**src/rtl/ib_lut_ram_loader_if.sv**
```systemverilog
// ib_lut_ram_loader_if: LUT word stream (in_data/in_valid/in_ready) plus the
// function-RAM write bus (page_addr_ram/ram_write_data/ib_ram_we).
// The slave modport is the loader's view; the master modport is the view of
// whatever supplies the stream and observes the write bus.
interface ib_lut_ram_loader_if #(
  parameter int LUT_W      = 6,
  parameter int ENTRY_ADDR = 6
);
  logic [LUT_W-1:0]      in_data;
  logic                  in_valid;
  logic                  in_ready;
  logic [ENTRY_ADDR-1:0] page_addr_ram;
  logic [LUT_W-1:0]      ram_write_data;
  logic                  ib_ram_we;

  modport slave (
    input  in_data,
    input  in_valid,
    output in_ready,
    output page_addr_ram,
    output ram_write_data,
    output ib_ram_we
  );

  modport master (
    output in_data,
    output in_valid,
    input  in_ready,
    input  page_addr_ram,
    input  ram_write_data,
    input  ib_ram_we
  );
endinterface

```
**src/rtl/ib_lut_ram_loader.sv**
```systemverilog
// ib_lut_ram_loader: writer side of the IB-CNU function-RAM iteration-update
// port. Streams one frame of PAGE_NUM LUT words into the sym_cn_lut_out RAMs.
// The address MSB is the frame offset latched with update_req.
// Optional macro IB_LOAD_CHECKSUM_EN adds expected_sum/sum_err and a running
// XOR check of all accepted words.
//
// state | meaning
// IDLE  | waiting for update_req
// LOAD  | accepting beats, one RAM write per accepted beat one cycle later
// FLUSH | last page write on the bus, no more beats accepted
// DONE  | load_done pulse, back to IDLE
module ib_lut_ram_loader #(
  parameter int QUAN_SIZE     = 4,
  parameter int ENTRY_ADDR    = 6,
  parameter int BANK_NUM      = 2,
  parameter int LUT_PORT_SIZE = 3,
  parameter int PAGE_NUM      = 32
) (
  input  logic                              write_clk,
  input  logic                              rst,
  input  logic                              update_req,
  input  logic                              update_frame,
`ifdef IB_LOAD_CHECKSUM_EN
  input  logic [LUT_PORT_SIZE*BANK_NUM-1:0] expected_sum,
  output logic                              sum_err,
`endif
  output logic                              busy,
  output logic                              load_done,
  output logic                              req_dropped,
  ib_lut_ram_loader_if.slave                bus
);
  localparam int LUT_W  = LUT_PORT_SIZE * BANK_NUM;
  localparam int PAGE_W = ENTRY_ADDR - 1;
  localparam logic [PAGE_W-1:0] LAST_PAGE = PAGE_W'(PAGE_NUM - 1);

  // QUAN_SIZE only exists so all IB-CNU blocks share one parameter list.
  if (QUAN_SIZE <= 0) begin : g_quan_size_invalid
  end

  typedef enum logic [1:0] {IDLE, LOAD, FLUSH, DONE} state_t;

  state_t                state_q, state_d;
  logic [PAGE_W-1:0]     page_cnt_q, page_cnt_d;
  logic                  frame_q, frame_d;
  logic [ENTRY_ADDR-1:0] addr_q, addr_d;
  logic [LUT_W-1:0]      data_q, data_d;
  logic                  we_q, we_d;
  logic                  load_done_q, load_done_d;
  logic                  req_dropped_q, req_dropped_d;
  logic                  in_ready_c;
`ifdef IB_LOAD_CHECKSUM_EN
  logic [LUT_W-1:0]      sum_q, sum_d;
  logic [LUT_W-1:0]      exp_q, exp_d;
  logic                  sum_err_q, sum_err_d;
`endif

  // Next-state, write-bus and pulse computation.
  always_comb begin
    state_d       = state_q;
    page_cnt_d    = page_cnt_q;
    frame_d       = frame_q;
    addr_d        = addr_q;
    data_d        = data_q;
    we_d          = 1'b0;
    load_done_d   = 1'b0;
    req_dropped_d = update_req && (state_q != IDLE);
    in_ready_c    = 1'b0;
`ifdef IB_LOAD_CHECKSUM_EN
    sum_d         = sum_q;
    exp_d         = exp_q;
    sum_err_d     = sum_err_q;
`endif
    case (state_q)
      IDLE: begin
        if (update_req) begin
          frame_d    = update_frame;
          page_cnt_d = '0;
          state_d    = LOAD;
`ifdef IB_LOAD_CHECKSUM_EN
          sum_d      = '0;
          exp_d      = expected_sum;
          sum_err_d  = 1'b0;
`endif
        end
      end
      LOAD: begin
        in_ready_c = 1'b1;
        if (bus.in_valid) begin
          we_d   = 1'b1;
          data_d = bus.in_data;
          addr_d = {frame_q, page_cnt_q};
`ifdef IB_LOAD_CHECKSUM_EN
          sum_d  = sum_q ^ bus.in_data;
`endif
          // The terminal beat leaves LOAD, so the counter never wraps.
          if (page_cnt_q == LAST_PAGE) begin
            state_d = FLUSH;
          end else begin
            page_cnt_d = page_cnt_q + 1'b1;
          end
        end
      end
      FLUSH: begin
        load_done_d = 1'b1;
        state_d     = DONE;
      end
      DONE: begin
`ifdef IB_LOAD_CHECKSUM_EN
        sum_err_d = (sum_q != exp_q);
`endif
        state_d = IDLE;
      end
      default: state_d = IDLE;
    endcase
  end

  // State and registered outputs; reset clears the write bus immediately.
  always_ff @(posedge write_clk or posedge rst) begin
    if (rst) begin
      state_q       <= IDLE;
      page_cnt_q    <= '0;
      frame_q       <= 1'b0;
      addr_q        <= '0;
      data_q        <= '0;
      we_q          <= 1'b0;
      load_done_q   <= 1'b0;
      req_dropped_q <= 1'b0;
`ifdef IB_LOAD_CHECKSUM_EN
      sum_q         <= '0;
      exp_q         <= '0;
      sum_err_q     <= 1'b0;
`endif
    end else begin
      state_q       <= state_d;
      page_cnt_q    <= page_cnt_d;
      frame_q       <= frame_d;
      addr_q        <= addr_d;
      data_q        <= data_d;
      we_q          <= we_d;
      load_done_q   <= load_done_d;
      req_dropped_q <= req_dropped_d;
`ifdef IB_LOAD_CHECKSUM_EN
      sum_q         <= sum_d;
      exp_q         <= exp_d;
      sum_err_q     <= sum_err_d;
`endif
    end
  end

  assign bus.in_ready       = in_ready_c;
  assign bus.page_addr_ram  = addr_q;
  assign bus.ram_write_data = data_q;
  assign bus.ib_ram_we      = we_q;
  assign busy               = (state_q == LOAD) || (state_q == FLUSH);
  assign load_done          = load_done_q;
  assign req_dropped        = req_dropped_q;
`ifdef IB_LOAD_CHECKSUM_EN
  assign sum_err            = sum_err_q;
`endif
endmodule

```
**src/flat_wrapper.sv**
```systemverilog
// flat-port wrapper written by rule: the top's interface ports become plain ports
module ib_lut_ram_loader_flat 
#(
  parameter int QUAN_SIZE     = 4,
  parameter int ENTRY_ADDR    = 6,
  parameter int BANK_NUM      = 2,
  parameter int LUT_PORT_SIZE = 3,
  parameter int PAGE_NUM      = 32
)
  (write_clk, rst, update_req, update_frame, busy, load_done, req_dropped, bus_in_data, bus_in_valid, bus_in_ready, bus_page_addr_ram, bus_ram_write_data, bus_ib_ram_we);
  ib_lut_ram_loader_if #(.LUT_W((6)), .ENTRY_ADDR(ENTRY_ADDR)) bus_i ();
  input  logic write_clk;
  input  logic rst;
  input  logic update_req;
  input  logic update_frame;
  output logic busy;
  output logic load_done;
  output logic req_dropped;
  input wire logic [$bits(bus_i.in_data)-1:0] bus_in_data;
  input wire logic [$bits(bus_i.in_valid)-1:0] bus_in_valid;
  output wire logic [$bits(bus_i.in_ready)-1:0] bus_in_ready;
  output wire logic [$bits(bus_i.page_addr_ram)-1:0] bus_page_addr_ram;
  output wire logic [$bits(bus_i.ram_write_data)-1:0] bus_ram_write_data;
  output wire logic [$bits(bus_i.ib_ram_we)-1:0] bus_ib_ram_we;
  assign bus_i.in_data = bus_in_data;
  assign bus_i.in_valid = bus_in_valid;
  assign bus_in_ready = bus_i.in_ready;
  assign bus_page_addr_ram = bus_i.page_addr_ram;
  assign bus_ram_write_data = bus_i.ram_write_data;
  assign bus_ib_ram_we = bus_i.ib_ram_we;
  ib_lut_ram_loader #(.QUAN_SIZE(QUAN_SIZE), .ENTRY_ADDR(ENTRY_ADDR), .BANK_NUM(BANK_NUM), .LUT_PORT_SIZE(LUT_PORT_SIZE), .PAGE_NUM(PAGE_NUM)) u_core (.write_clk(write_clk), .rst(rst), .update_req(update_req), .update_frame(update_frame), .busy(busy), .load_done(load_done), .req_dropped(req_dropped), .bus(bus_i));
endmodule
```
**config.mk**
```make
export PLATFORM = sky130hd
export DESIGN_NAME = ib_lut_ram_loader_flat
export DESIGN_NICKNAME = d
export VERILOG_FILES = /design/src/rtl/ib_lut_ram_loader_if.sv /design/src/rtl/ib_lut_ram_loader.sv /design/src/flat_wrapper.sv
export SDC_FILE = /design/constraint.sdc
export NUM_CORES = 1
export LEC_CHECK = 0
export ABC_AREA = 1
export CAP_MARGIN = 20
export CORE_MARGIN = 2
export CORE_UTILIZATION = 45
export DETAILED_ROUTE_END_ITERATION = 10
export PLACE_DENSITY_LB_ADDON = 0.1
export SLEW_MARGIN = 40
export SYNTH_ARGS = -nofsm -noshare
export SYNTH_HDL_FRONTEND = slang
export SYNTH_SLANG_ARGS = --single-unit
```
**constraint.sdc**
```tcl
create_clock -name write_clk -period 1.77 [get_ports write_clk]
set_input_delay 0.177 -clock write_clk [delete_from_list [all_inputs] [get_ports write_clk]]
set_output_delay 0.177 -clock write_clk [all_outputs]
set_load 0.05 [all_outputs]
```
==> results_dict.tcl, run 1 <==
set metrics [dict create \
    vias 801 \
    setup_viol_count_final 0 \
    routed_wirelength_um 1890 \
    pwr_density_cell_mw_per_mm2 1920 \
    holdWs_ps 202 \
    worstPathArrival_ps 1490 \
    synth_top_area_cell "sky130_fd_sc_hd__dfrtp_1" \
    n_fill_cell 199 \
    cts_num_sinks 23 \
    worst_skew_pair.late_latency_ps 300 \
    final_area_mm2 0.00137 \
    sequential_cell_area_fraction_in_the_yosys_report 0.569 \
    flow.area_growth_from_synthesis_pct 35.0 \
    synth.lib_cells_used.distinct 16 \
    critical-path-max-stage-delay_ps 810 \
    dominantRegCellSynth "sky130_fd_sc_hd__dfrtp_1" \
    crit_buf_inv 1 \
    multi_input_area_um2 370 \
    drt-pass1-iter-count 3 \
    commonest_cells_post_synth "sky130_fd_sc_hd__nand2_1, sky130_fd_sc_hd__dfrtp_1, sky130_fd_sc_hd__inv_1, sky130_fd_sc_hd__o21ai_0" \
    netlist_top_cells_area "sky130_fd_sc_hd__dfrtp_1, sky130_fd_sc_hd__nand2_1, sky130_fd_sc_hd__ha_1, sky130_fd_sc_hd__inv_1, sky130_fd_sc_hd__o21ai_0" \
    count_leader_synth "sky130_fd_sc_hd__nand2_1" \
    crit_chain "clkdlybuf4s50_1" \
    first_iter_violations 13 \
    max_cap_violations 0 \
    fin_worst_skew_ps 1.87 \
    grt_pass1_wl_um 3310 \
    ir_drop_v 0.00178 \
    residual_drc 0 \
    drt-vias-per-instance 4.63 \
    timing_max_transition_violations_final 0 \
    layout.area.seq_um2 576 \
    mappedNetlistNets 129 \
    cts_buffer_depth 2 \
    critical_path_class "register to output port" \
    ys_async_sr_fraction 1.00 \
    postPlaceCellArea_mm2 0.00134 \
    cts_inserted_buffers 3 \
    antenna_found_initial 0 \
    slew_headroom 0.663 \
    die_h_um 51.4 \
    outcome "finished, final reports clean" \
    startpoint_kind_of_the_worst_setup_timing_path "register" \
    postSynthRegisterBits 23 \
    num_io_pins 28 \
    wire_per_inst_um 10.9 \
    critPathRequiredTime_ps 1590 \
    worstRegToRegCells 9 \
    setup.worst_path.end_class "output port" \
    dieWidth_um 51.4 \
    antenna_cells_inserted 0 \
    reg2reg_to "u_core.page_cnt_q[0]" \
    cts_tree "done" \
    largest_net_degree_at_the_start_of_global_routing 24 \
    ys_warn_count 0 \
    worst_setup_hold_path_clk_slew_ps 120 \
    detail-route-antenna-nets 0 \
    num-nets-final 162 \
    grt-ovfl-total 0 \
    critPathTopFamily "buffers and inverters" \
    totalNegativeSetupSlack_ps 0 \
    postCtsSetupBuffers 0 \
    die-area_mm2 0.00264 \
    root_buffer "sky130_fd_sc_hd__clkbuf_4" \
    cell_area_after_synthesis_mm2 0.00101 \
    rsz0062_at_grt "no" \
    grt_pass1_vias 759 \
    place.gp.congestion 0.842 \
    finalHoldViolCount 0 \
    ff2ff_setup_slack_ps 260 \
    ctsHtreeMaxLevel 1 \
    port_buffers 27 \
    core.rowCount 17 \
    highest_net_fanout_along_the_worst_path 2 \
    synth_top_cell_area_share 0.569 \
    groute.usage.overall 0.173 \
    layout-drive-gt1-share 0.110 \
    final_period_minus_worst_setup_slack_ps 1670 \
    syn_avg_cell_area_um2 8.96 \
    maxClockFrequency_mhz 600 \
    detailed_place_hpwl_um 1400 \
    layout_worst_path_cycle_share 0.941 \
    post_cts_sizing 0 \
    start_util 0.467 \
    ctsHoldBuffers 0 \
    rr_startpoint "u_core.page_cnt_q[0]" \
    worst_slew_pin_slew_ps 504 \
    number_of_standard_cells_after_synthesis 113 \
    synth_enable_flop_cells 0 \
    type_of_the_most_critical_hold_path "primary input to async pin" \
    core_region_area_mm2 0.00217 \
    critical-path-slowest-cell "sky130_fd_sc_hd__clkdlybuf4s50_1" \
    power.leakage_nw 0.680 \
]
worst register-to-register path, delay by kind of cell, from the launching register on:
kind / cells / cell delay, ps
adders and majority gates: 2 / 390
and+or+nand+nor: 5 / 490
buffers and inverters: 1 / 60
DFF: 1 / 430
AOI/OAI and AO/OA: 1 / 80
state kept, by name, indices dropped and copies added, names as in the netlist:
register                   cells
u_core.bus.page_addr_ram       6
u_core.bus.ram_write_data      6
u_core.page_cnt_q              5
u_core.state_q                 2
u_core.bus.ib_ram_we           1
u_core.frame_q                 1
u_core.load_done               1
u_core.req_dropped             1
cells by family (layout without fill, tap and decap cells):
| group | after synthesis | in the layout | share of synthesized area |
|---|---|---|---|
| compound gates | 13 | 13 | 0.0754 |
| simple gates | 57 | 57 | 0.229 |
| flops | 23 | 23 | 0.569 |
| fa+ha+maj | 5 | 5 | 0.0618 |
| buf+inv | 15 | 47 | 0.0655 |
cells in the final DEF, fill, tap and decap left out, drive strengths merged:
master / count
nor2: 5
clkdlybuf4s50: 25
nand4: 1
clkbuf: 3
clkinv: 2
nand2: 46
a21oi: 2
nand3: 4
o21ai: 11
inv: 13
dfrtp: 23
ha: 5
buf: 4
or2: 1
power breakdown:
| part | switching, W | leakage, nW | internal [W] |
|---|---|---|---|
| sequential | 0.0000993 | 0.297 | 0.000708 |
| clock | 0.000149 | 0.0177 | 0.0000843 |
| combinational | 0.00103 | 0.365 | 0.000556 |
worst max-delay path by stage:
stage | start | to | slack, ps | depth (start not counted)
after floorplan | u_core.state_q[1] | u_core.bus.page_addr_ram[2] | 100 | 6
after global placement | u_core.page_cnt_q[0] | u_core.page_cnt_q[1] | 340 | 8
after detailed placement | u_core.page_cnt_q[0] | u_core.page_cnt_q[4] | 290 | 8
after CTS | u_core.bus.page_addr_ram[1] | bus_page_addr_ram[1] | 70 | 1
after global routing | u_core.bus.page_addr_ram[1] | bus_page_addr_ram[1] | 20 | 1
final | u_core.bus.page_addr_ram[1] | bus_page_addr_ram[1] | 100 | 1
metrics by stage:
step	cells	total power [W]	util	setup WS, ps
global route	173	0.00282	0.630	24.8
finish	173	0.00262	0.630	104
global placement	169	0.00238	0.617	337
CTS	173	0.00266	0.630	69.7
floorplan	113	0.00187	-	104
detailed placement	169	0.00241	0.617	289
per-layer routing:
| metal | vias to the layer above | routed length (um) | GRT usage |
|---|---|---|---|
| li1 | 418 | - | - |
| met1 | 360 | 856 | 0.215 |
| met2 | 19 | 890 | 0.276 |
| met3 | 4 | 107 | 0.0351 |
| met4 | 0 | 34 | 0.101 |
| met5 | - | 0 | 0 |
cell type report:
class / count / area share
Clock inverter: 1 / 0.00366
Inverter: 14 / 0.0385
Sequential cell: 23 / 0.421
Clock buffer: 3 / 0.0165
Multi-Input combinational cell: 75 / 0.271
Tap cell: 28 / 0.0256
Timing Repair Buffer: 29 / 0.223
Note: power is estimated with default switching activity, not from simulation.
==> inputs of run 2 (changes only) <==
CORE_ASPECT_RATIO = 0.75   (was unset)
==> results_dict.tcl, run 2 (synthesis gave the netlist of run 1 again) <==
set metrics [dict create \
    outcome "finished, violations left" \
    failing_checks "DRC" \
    routed_wirelength_um 2090 \
    grt-ovfl-total 0 \
    critPathTopFamily "buffers and inverters" \
    final_area_mm2 0.00136 \
    wire_per_inst_um 12.4 \
    setup.worst_path.end_class "output port" \
    totalNegativeSetupSlack_ps 0 \
    antenna_cells_inserted 0 \
    first_iter_violations 41 \
    drt-pass1-iter-count 8 \
    port_buffers 27 \
    worst_setup_hold_path_clk_slew_ps 130 \
    critPathRequiredTime_ps 1590 \
    post_cts_sizing 0 \
    num-nets-final 162 \
    crit_buf_inv 1 \
    fin_worst_skew_ps 4.64 \
    slew_headroom 0.663 \
    ctsHoldBuffers 0 \
    final_period_minus_worst_setup_slack_ps 1680 \
    vias 820 \
    highest_net_fanout_along_the_worst_path 2 \
    max_cap_violations 0 \
    grt_pass1_wl_um 3590 \
    ctsHtreeMaxLevel 1 \
    start_util 0.490 \
    core_region_area_mm2 0.00207 \
    final_core_util 0.659 \
    startpoint_kind_of_the_worst_setup_timing_path "register" \
    place.gp.congestion 0.789 \
    leading_cell_type_in_the_layout_fill_and_taps_excluded "sky130_fd_sc_hd__nand2_1" \
    type_of_the_most_critical_hold_path "primary input to async pin" \
    critical-path-max-stage-delay_ps 810 \
    dieWidth_um 58.8 \
    timing_max_transition_violations_final 0 \
    totalPowerFinal_w 0.00265 \
    finalHoldViolCount 0 \
    layout_common_cells "sky130_fd_sc_hd__nand2_1, sky130_fd_sc_hd__clkdlybuf4s50_1, sky130_fd_sc_hd__dfrtp_1" \
    ff2ff_setup_slack_ps 200 \
    detailed_place_hpwl_um 1570 \
    cts_tree "done" \
    antenna_found_initial 0 \
    worstPathArrival_ps 1510 \
    core.rowCount 14 \
    postPlaceCellArea_mm2 0.00133 \
    setup_viol_count_final 0 \
    groute.usage.overall 0.189 \
    drt-vias-per-instance 4.85 \
    residual_drc 2 \
    flow.area_growth_from_synthesis_pct 34.5 \
    largest_net_degree_at_the_start_of_global_routing 24 \
    reg2reg_to "u_core.page_cnt_q[4]" \
    worst_skew_pair.late_latency_ps 320 \
    worstRegToRegCells 8 \
    power.leakage_nw 0.680 \
    grt_pass1_vias 800 \
    ir_drop_v 0.00115 \
    crit_chain "clkdlybuf4s50_1" \
    layout_worst_path_cycle_share 0.951 \
    pwr_density_cell_mw_per_mm2 1950 \
    num_io_pins 28 \
    postCtsSetupBuffers 0 \
    root_buffer "sky130_fd_sc_hd__clkbuf_4" \
    cts_num_sinks 23 \
    cts_buffer_depth 2 \
    critical_path_class "register to output port" \
    layout-drive-gt1-share 0.110 \
    cts_inserted_buffers 3 \
    die_h_um 45.1 \
    critical-path-slowest-cell "sky130_fd_sc_hd__clkdlybuf4s50_1" \
    rsz0062_at_grt "no" \
    worst_slew_pin_slew_ps 504 \
    detail-route-antenna-nets 0 \
    rr_startpoint "u_core.page_cnt_q[0]" \
    maxClockFrequency_mhz 594 \
    die-area_mm2 0.00265 \
]
==> run 2: area by class of cell <==
class                   instances  area, um^2
clock buffers                   3        22.5
clock inverters                 1        5.00
fillers                       190         706
inverters                      14        52.6
multi-input cells              75         370
flip-flops and latches         23         576
well taps                      24        30.0
repair buffers                 29         305
==> run 2: worst max-delay path by stage <==
| stage | end | startpoint | depth (start not counted) | slack (ps) |
|---|---|---|---|---|
| global placement | u_core.page_cnt_q[4] | u_core.page_cnt_q[0] | 8 | 260 |
| finish | bus_page_addr_ram[2] | u_core.bus.page_addr_ram[2] | 1 | 90 |
| detailed placement | u_core.page_cnt_q[4] | u_core.page_cnt_q[0] | 8 | 240 |
| floorplan | u_core.bus.page_addr_ram[2] | u_core.state_q[1] | 6 | 100 |
| global route | bus_ram_write_data[1] | u_core.bus.ram_write_data[1] | 1 | 20 |
| CTS | bus_page_addr_ram[5] | u_core.bus.page_addr_ram[5] | 1 | 60 |
==> run 2: stage by stage <==
step	setup WS (ps)	hold WS, ps	std cells
finish	86.4	177	169
global route	19.2	199	169
CTS	56.4	188	169
detailed placement	236	465	165
global placement	262	467	165
floorplan	104	179	113
==> run 2: metal layers <==
layer / up-vias / GRT usage / part of all wire
met5: - / 0 / 0
met4: 0 / 0.0727 / 0.020
li1: 414 / - / -
met1: 380 / 0.242 / 0.45
met3: 5 / 0.0630 / 0.068
met2: 21 / 0.300 / 0.46
==> run 2: power breakdown <==
part | switching (W) | internal [W]
logic | 0.00104 | 0.000556
clock network | 0.000165 | 0.0000848
registers | 0.000104 | 0.000708
total | 0.00131 | 0.00135
==> inputs of run 3 (changes only) <==
CTS_CLUSTER_DIAMETER = 120   (was unset)
==> results of run 3 <==
The final DEF is identical to that of run 2; final timing and power are the same.
